## config.mk

```make
export PLATFORM = sky130hd
export DESIGN_NAME = dmem_arbiter
export DESIGN_NICKNAME = d
export VERILOG_FILES = /design/src/rtl/dmem_arbiter.sv
export SDC_FILE = /design/constraint.sdc
export NUM_CORES = 1
export LEC_CHECK = 0
export ABC_CLOCK_PERIOD_IN_PS = 2650
export CAP_MARGIN = 10
export CORE_MARGIN = 5
export CORE_UTILIZATION = 37
export CTS_CLUSTER_SIZE = 24
export DETAILED_ROUTE_END_ITERATION = 12
export HOLD_SLACK_MARGIN = 0.03
export PLACE_DENSITY = 0.77
export SYNTH_ARGS = -nofsm -noshare
export SYNTH_HDL_FRONTEND = slang
export SYNTH_SLANG_ARGS = --single-unit
```

## constraint.sdc

```tcl
create_clock -name clk -period 2.65 [get_ports clk]
set_clock_uncertainty 0.05 [all_clocks]
set_input_delay 0.53 -clock clk [delete_from_list [all_inputs] [get_ports clk]]
set_output_delay 0.53 -clock clk [all_outputs]
set_load 0.01 [all_outputs]
```

## src/rtl/dmem_arbiter.sv

```systemverilog
// Single-port data-memory arbiter shared by the load reservation station and the store buffer.
// Optional store-aging priority is enabled with `define DMEM_ARB_STORE_AGING_EN.
module dmem_arbiter #(
    parameter int ROB_DEPTH       = 3,
    parameter int STORE_AGE_LIMIT = 8
) (
    input  logic                 clk,
    input  logic                 rst,
    input  logic                 load_rqst,
    input  logic [31:0]          load_addr,
    input  logic [3:0]           load_rmask,
    input  logic [ROB_DEPTH-1:0] load_rob_idx,
    output logic                 load_grant,
    input  logic                 dmem_w_rqst,
    input  logic                 store_buffer_full,
    input  logic [3:0]           sb_wmask,
    input  logic [31:0]          sb_addr,
    input  logic [31:0]          sb_wdata,
    output logic                 store_buffer_pop,
    output logic [31:0]          dmem_addr,
    output logic [3:0]           dmem_rmask,
    output logic [3:0]           dmem_wmask,
    output logic [31:0]          dmem_wdata,
    input  logic [31:0]          dmem_rdata,
    input  logic                 dmem_resp,
    output logic                 load_resp_valid,
    output logic [31:0]          load_resp_rdata,
    output logic [ROB_DEPTH-1:0] load_resp_rob_idx,
    output logic [1:0]           state_dbg
);
    // Handshake: load_rqst is held until the single-cycle load_grant; store_buffer_pop and
    // load_resp_valid are single-cycle pulses; dmem_* stay stable from request until dmem_resp.
    typedef enum logic [1:0] {
        IDLE  = 2'd0,
        STORE = 2'd1,
        LOAD  = 2'd2
    } state_e;

    state_e               state_q, state_d;
    logic [31:0]          addr_q, addr_d;
    logic [31:0]          wdata_q, wdata_d;
    logic [3:0]           rmask_q, rmask_d;
    logic [3:0]           wmask_q, wmask_d;
    logic [ROB_DEPTH-1:0] tag_q, tag_d;
    logic                 resp_valid_q, resp_valid_d;
    logic [31:0]          resp_rdata_q, resp_rdata_d;
    logic [ROB_DEPTH-1:0] resp_idx_q, resp_idx_d;
    logic                 store_pick;

`ifdef DMEM_ARB_STORE_AGING_EN
    localparam int AGE_W = $clog2(STORE_AGE_LIMIT + 1);
    logic [AGE_W-1:0] age_q, age_d;
    logic             age_hit;

    assign age_hit    = (age_q >= AGE_W'(STORE_AGE_LIMIT));
    assign store_pick = dmem_w_rqst && (store_buffer_full || !load_rqst || age_hit);
`else
    assign store_pick = dmem_w_rqst && (store_buffer_full || !load_rqst);
`endif

    always_comb begin
        state_d          = state_q;
        addr_d           = addr_q;
        wdata_d          = wdata_q;
        rmask_d          = rmask_q;
        wmask_d          = wmask_q;
        tag_d            = tag_q;
        resp_valid_d     = 1'b0;
        resp_rdata_d     = resp_rdata_q;
        resp_idx_d       = resp_idx_q;
        load_grant       = 1'b0;
        store_buffer_pop = 1'b0;
`ifdef DMEM_ARB_STORE_AGING_EN
        age_d            = age_q;
`endif
        case (state_q)
            IDLE: begin
`ifdef DMEM_ARB_STORE_AGING_EN
                if (!dmem_w_rqst) age_d = '0;
`endif
                if (store_pick) begin
                    addr_d  = sb_addr;
                    wmask_d = sb_wmask;
                    wdata_d = sb_wdata;
                    rmask_d = 4'h0;
                    state_d = STORE;
`ifdef DMEM_ARB_STORE_AGING_EN
                    age_d   = '0;
`endif
                end else if (load_rqst) begin
                    load_grant = 1'b1;
                    addr_d     = load_addr;
                    rmask_d    = load_rmask;
                    wmask_d    = 4'h0;
                    wdata_d    = 32'h0;
                    tag_d      = load_rob_idx;
                    state_d    = LOAD;
`ifdef DMEM_ARB_STORE_AGING_EN
                    // Only loads that overtake a waiting store count toward its age.
                    if (dmem_w_rqst && !age_hit) age_d = age_q + AGE_W'(1);
`endif
                end
            end
            STORE: begin
                if (dmem_resp) begin
                    store_buffer_pop = 1'b1;
                    addr_d           = 32'h0;
                    wdata_d          = 32'h0;
                    rmask_d          = 4'h0;
                    wmask_d          = 4'h0;
                    state_d          = IDLE;
                end
            end
            LOAD: begin
                if (dmem_resp) begin
                    resp_valid_d = 1'b1;
                    resp_rdata_d = dmem_rdata;
                    resp_idx_d   = tag_q;
                    addr_d       = 32'h0;
                    wdata_d      = 32'h0;
                    rmask_d      = 4'h0;
                    wmask_d      = 4'h0;
                    state_d      = IDLE;
                end
            end
            default: state_d = IDLE;
        endcase
    end

    always_ff @(posedge clk) begin
        if (rst) begin
            state_q      <= IDLE;
            addr_q       <= 32'h0;
            wdata_q      <= 32'h0;
            rmask_q      <= 4'h0;
            wmask_q      <= 4'h0;
            tag_q        <= '0;
            resp_valid_q <= 1'b0;
            resp_rdata_q <= 32'h0;
            resp_idx_q   <= '0;
`ifdef DMEM_ARB_STORE_AGING_EN
            age_q        <= '0;
`endif
        end else begin
            state_q      <= state_d;
            addr_q       <= addr_d;
            wdata_q      <= wdata_d;
            rmask_q      <= rmask_d;
            wmask_q      <= wmask_d;
            tag_q        <= tag_d;
            resp_valid_q <= resp_valid_d;
            resp_rdata_q <= resp_rdata_d;
            resp_idx_q   <= resp_idx_d;
`ifdef DMEM_ARB_STORE_AGING_EN
            age_q        <= age_d;
`endif
        end
    end

    assign dmem_addr         = addr_q;
    assign dmem_rmask        = rmask_q;
    assign dmem_wmask        = wmask_q;
    assign dmem_wdata        = wdata_q;
    assign load_resp_valid   = resp_valid_q;
    assign load_resp_rdata   = resp_rdata_q;
    assign load_resp_rob_idx = resp_idx_q;
    assign state_dbg         = state_q;

endmodule

```

==> results of run 1 <==
-- critical path, cell delays in order --
cell             delay (ps)
clkdlybuf4s50_1         570
and2_1                  160
clkdlybuf4s50_1         530
-- how the worst min path moves through the flow --
stage                        start                    to  slack, ps  depth (start not counted)
4_1_cts         load_resp_rdata[6]    load_resp_rdata[6]        400                          2
2_1_floorplan             tag_q[0]  load_resp_rob_idx[0]        380                          2
5_1_grt        load_resp_rdata[11]   load_resp_rdata[11]        420                          2
3_5_place_dp    load_resp_rdata[6]    load_resp_rdata[6]        400                          2
6_report       load_resp_rdata[11]   load_resp_rdata[11]        400                          2
3_3_place_gp         dmem_rmask[2]         dmem_rmask[2]        390                          2
-- metrics by stage --
stage               util (%)  hold slack (ps)  power, uW
CTS                     66.1              403       5180
global placement        60.9              389       2900
detailed placement      60.9              396       2920
floorplan                  -              381       2370
finish                  66.2              403       5120
global route            66.2              420       5340
-- sequential cells by signal (all words and copies together), names as in the netlist, 2 cells and up --
register and cells:
dmem_addr 32, dmem_wdata 32, load_resp_rdata 32, dmem_rmask 4
dmem_wmask 4, load_resp_rob_idx 3, tag_q 3, state_dbg 2
-- cells in the final DEF (no fill, tap or decap), types with 6 or more instances in the layout --
cell,count
a21oi_1,42
a22o_1,36
buf_4,8
clkbuf_16,17
clkdlybuf4s50_1,254
dfxtp_1,113
mux2i_1,35
nand2_1,78
nor2_1,6
o2bb2ai_1,12
o2bb2ai_2,20
-- Yosys cell counts --
library cell | number | area [um^2]
nor3_4 | 1 | 16.3
ha_1 | 3 | 37.5
a22o_1 | 36 | 315
nand2_1 | 78 | 293
or3_1 | 1 | 6.26
nor2_8 | 1 | 20.0
nand3_1 | 4 | 20.0
nor2_1 | 6 | 22.5
nand2b_1 | 2 | 12.5
mux2i_1 | 35 | 350
and2_1 | 2 | 12.5
o2bb2ai_2 | 20 | 300
nor3b_4 | 1 | 18.8
o2bb2ai_1 | 12 | 105
buf_12 | 2 | 40.0
buf_2 | 12 | 60.1
nor2b_1 | 2 | 12.5
buf_1 | 1 | 3.75
clkbuf_1 | 9 | 33.8
buf_4 | 1 | 7.51
nand2_2 | 1 | 6.26
inv_1 | 2 | 7.51
nor2_2 | 1 | 6.26
o211ai_1 | 1 | 7.51
o21ai_0 | 2 | 10.0
buf_6 | 4 | 45.0
dfxtp_1 | 113 | 2260
nand4_1 | 1 | 6.26
a21oi_1 | 42 | 210
a21oi_2 | 1 | 8.76
-- metal layers --
metal	vias up	wire (um)	global-route usage, %
met5	-	0	0
met4	0	356	8.49
met3	27	1600	9.36
met2	165	6980	34.8
met1	1821	4940	19.1
li1	1923	-	-
-- cell type report --
cell class	count	area (um^2)	share of cell area [%]
repair buffers	267	2680	35.6
flip-flops and latches	113	2260	30.1
multi-input cells	253	1800	23.9
clock buffers	23	488	6.48
well taps	143	179	2.38
clock inverters	9	105	1.40
inverters	2	7.51	0.0998
diodes	1	2.50	0.0333
-- cell families after synthesis --
logic type / share of synthesized area, %
compound gates: 22.5
simple gates: 10.6
buf+inv: 4.64
fa+ha+maj: 0.882
flops: 53.1
mux: 8.23
-- repair_timing --
item / in CTS / in global routing
hold endpoints to repair: 0 / 0
setup endpoints to repair: 1 / 1
gates resized for setup: 1 / 1
pin swaps: 0 / 0
-- power by group --
group / leakage, uW / switching [uW] / total [uW] / internal, uW
logic: 0.00168 / 410 / 971 / 561
registers: 0.000921 / 76.9 / 1910 / 1830
clock network: 0.000281 / 768 / 2240 / 1480
==> out/results.tsv, run 1 <==
stage	metric	value	unit
status	outcome	completed	
yosys	syn_area_per_cell	10.7	um^2
floorplan	ios	257	
global_routing	grt_pass1_wl	20.6	mm
drt	wirelength	13.9	mm
clocking	cts_tree	done	
cells_and_area	nFillCells	903	
global_routing	antenna_found_initial	1	
drt	drt_pass1_iterations	4	
floorplan	dieWidth	117	um
yosys	synth_cells	397	
global_routing	grt_max_degree	46	
cells_and_area	layout.cells.non_filler	811	
cells_and_area	nets	802	
drt	dr_total_vias	3936	
critical_path	required	2070	ps
floorplan	row_count	39	
floorplan	core-area	11400	um^2
power	total_leakage_power	0.00288	uW
yosys	synth_nets	545	
yosys	netlist_area	4260	um^2
critical_path	reg2regPathDepth	7	
timing	finalWorstSetupSlack	283	ps
place	gp_congestion	0.750	
floorplan	start_util	37.4	%
timing	slew_viol_final	0	
critical_path	crit_end	store_buffer_pop	
drt	drc	0	
floorplan	die_area	13800	um^2
timing	rsz0062_at_grt	false	
global_routing	overflow	0	
worst_hold_path	hold_path.class	register to register	
power	ir_drop	385	uV
yosys	yosys.cell_types.count	30	
clocking	holdBufCountCts	0	
critical_path	crit_start	dmem_resp	
cells_and_area	drive_gt1_share	10.3	%
clocking	clk_pin_slew	50	ps
yosys	yosysWarnings	0	
yosys	ys_seq_area_share	53.1	%
drt	drt_iter0_markers	182	
critical_path	crit_type	input port to primary output	
timing	hold_viol	0	
timing	tightest_slew	469	ps
power	power_per_cell_area	681	nW/um^2
global_routing	grt.total_usage	19.5	%
place	placed_area	6920	um^2
clocking	cts_buffers	17	
clocking	htreeDepth	4	
place	io_buffers	256	
critical_path	cp-end-kind	primary output	
job	cap_violations	0	
global_routing	grt_pass1_vias	4186	
clocking	clk_latency	400	ps
timing	period_needed	2370	ps
critical_path	crit_path_start_kind	input port	
critical_path	crit_arrival	1790	ps
clocking	clock_sinks	113	
clocking	cts_max_path_buffers	2	
floorplan	fp.dieH	117	um
place	place_inst	778	
timing	relSlewSlack	68.7	%
cells_and_area	fin_area	7520	um^2
timing	period_share	89.3	%
timing	finalSetupViolCount	0	
clocking	ctsRootBufferMaster	clkbuf_16	
clocking	postCtsSetupBuffers	0	
timing	fmax	423	MHz
cells_and_area	area_growth	76.7	%
critical_path	worst-path-max-fanout	5	
drt	vias_per_cell	4.85	
drt	wl_per_cell	17.1	um
timing	fin_setup_tns	0	ps
drt	antenna_left	0	
critical_path	reg2reg_from	state_dbg[1]	
critical_path	rrSetupSlack	570	ps
yosys	ys_ff_latch	113	
place	hpwl	10.5	mm
place	dp_worst_setup_slack	166	ps
critical_path	r2r_end	dmem_addr[4]	
Power figures use the tool's default switching activity.
==> inputs of run 2 (changes only) <==
Settings changed: ABC_CLOCK_PERIOD_IN_PS 2650 to 3050, CORE_UTILIZATION 37 to 41, CTS_BUF_LIST set to sky130_fd_sc_hd__clkbuf_2, PLACE_DENSITY 0.77 to 0.84.
Clock period 2.65 ns to 3.05 ns, I/O delays scaled along.
==> run 2 against run 1 <==
Clock-buffer cell count is 4 lower. Critical path type is now register to primary output. Sequential cell count stayed put. Highest routed layer unchanged. Critical endpoint is now load_grant. Core utilization is 3.3 points higher. Sequential share of layout area is 1.8 points higher.
==> out/results.tsv, run 2 (same netlist as run 1, synthesis figures left out) <==
stage	metric	value	unit	change
timing	hold_viol	0		unchanged
place	gp_congestion	0.870		+16%
power	total_leakage_power	0.00271	uW	-5.9%
cells_and_area	layout_common_cells	clkdlybuf4s50_1, dfxtp_1, nand2_1		
timing	period_needed	2860	ps	
timing	tightest_slew	1040	ps	+567 ps
place	io_buffers	256		unchanged
drt	wirelength	13.8	mm	-0.84%
drt	antenna_left	0		unchanged
floorplan	core-area	10200	um^2	-10%
timing	fin_setup_tns	0	ps	unchanged
job	cap_violations	0		unchanged
floorplan	start_util	41.6	%	+4.2 points
clocking	ctsRootBufferMaster	clkbuf_2		
floorplan	ios	257		unchanged
critical_path	worst-path-max-fanout	7		+2
drt	dr_total_vias	3947		+0.28%
cells_and_area	drive_gt1_share	9.65	%	-0.69 points
place	hpwl	10.6	mm	+0.92%
floorplan	dieWidth	112	um	-4.6%
critical_path	reg2reg_from	state_dbg[0]		
worst_hold_path	whs_endpoint	state_dbg[1]		
cells_and_area	area_growth	66.9	%	
drt	drc	0		unchanged
global_routing	antenna_found_initial	1		unchanged
timing	period_share	93.6	%	
clocking	htreeDepth	4		unchanged
critical_path	r2r_end	dmem_wdata[24]		
timing	relSlewSlack	30.9	%	-38 points
worst_hold_path	hold_path.class	input port to register		
cells_and_area	nFillCells	803		-11%
critical_path	crit_arrival	2200	ps	+410 ps
cells_and_area	nets	799		-0.37%
timing	slew_viol_final	0		unchanged
drt	drt_pass1_iterations	5		+1
clocking	holdBufCountCts	0		unchanged
global_routing	grt_pass1_vias	4177		-0.22%
clocking	clk_pin_slew	150	ps	+100 ps
power	power_per_cell_area	490	nW/um^2	-28%
timing	finalSetupViolCount	0		unchanged
cells_and_area	layout.cells.non_filler	800		-1.4%
cells_and_area	multiInputGateArea	1800	um^2	-0.14%
cells_and_area	seqCellArea	2260	um^2	unchanged
critical_path	cp-end-kind	primary output		
clocking	clk_latency	620	ps	+220 ps
global_routing	grt_pass1_wl	22.2	mm	+7.8%
clocking	cts_buffers	17		unchanged
clocking	clock_sinks	113		unchanged
power	ir_drop	258	uV	-33%
clocking	cts_tree	done		
critical_path	crit_type	register to primary output		
drt	vias_per_cell	4.93		+1.7%
floorplan	row_count	37		-5.1%
status	outcome	completed		
floorplan	die_area	12500	um^2	-8.9%
clocking	postCtsResizedCells	0		-1
clocking	cts_max_path_buffers	2		unchanged
worst_hold_path	min_from	rst		
timing	rsz0062_at_grt	false		
worst_hold_path	hold_depth	2		unchanged
critical_path	rrSetupSlack	520	ps	-50 ps
global_routing	overflow	0		unchanged
timing	fmax	350	MHz	
floorplan	fp.dieH	112	um	-4.6%
critical_path	crit_path_start_kind	register		
critical_path	reg2regPathDepth	6		-1
global_routing	grt_max_degree	69		+50%
cells_and_area	final_common_cell	clkdlybuf4s50_1		
place	place_inst	768		-1.3%
critical_path	required	2390	ps	+320 ps
drt	drt_iter0_markers	124		-32%
global_routing	grt.total_usage	22.2	%	+2.7 points
drt	wl_per_cell	17.2	um	+0.52%
clocking	postCtsSetupBuffers	0		unchanged
==> run 2: how the worst max path moves through the flow <==
stage,cells past startpoint,endpoint,from,slack (ps)
floorplan,8,dmem_addr[10],state_dbg[0],1120
CTS,5,load_grant,state_dbg[1],130
detailed placement,5,dmem_wdata[6],dmem_w_rqst,190
global route,5,load_grant,state_dbg[1],9
global placement,5,dmem_wdata[7],dmem_w_rqst,310
finish,5,load_grant,state_dbg[1],190
==> run 2: layout make-up <==
type                            instances  share of cell area [%]
Inverter                                2                   0.106
Antenna cell                            1                  0.0352
Multi-Input combinational cell        253                    25.3
Tap cell                              136                    2.39
Timing Repair Buffer                  264                    37.0
Sequential cell                       113                    31.8
Clock inverter                         12                    2.01
Clock buffer                           19                    1.34
==> run 2: through the flow <==
stage          total power [uW]  util, %  setup WS [ps]  hold WS, ps  cell area, um^2
3_5_place_dp               2520     67.1            190          396             6870
5_1_grt                    3670     69.5           8.95          158             7110
6_report                   3480     69.5            194          235             7110
3_3_place_gp               2500     67.1            309          390             6870
2_1_floorplan              2060        -           1120          381             4260
4_1_cts                    3530     69.5            135          163             7110
==> run 2: report_power, final <==
group | internal, uW | switching [uW]
registers | 1590 | 66.4
logic | 472 | 352
clock network | 450 | 551
total | 2510 | 970
==> run 2: worst max-delay path, stage by stage (launching register included) <==
cell	delay [ps]
dfxtp_1	360
inv_1	90
ha_1	280
nand2_1	90
a21oi_2	160
clkdlybuf4s50_1	610
==> run 2: routing by layer <==
metal	global-route usage, %	up-vias	part of all wire (%)
li1	-	1920	-
met1	23.6	1828	38
met2	38.7	173	50
met3	9.89	26	9.4
met4	8.35	0	2.6
met5	0	-	0
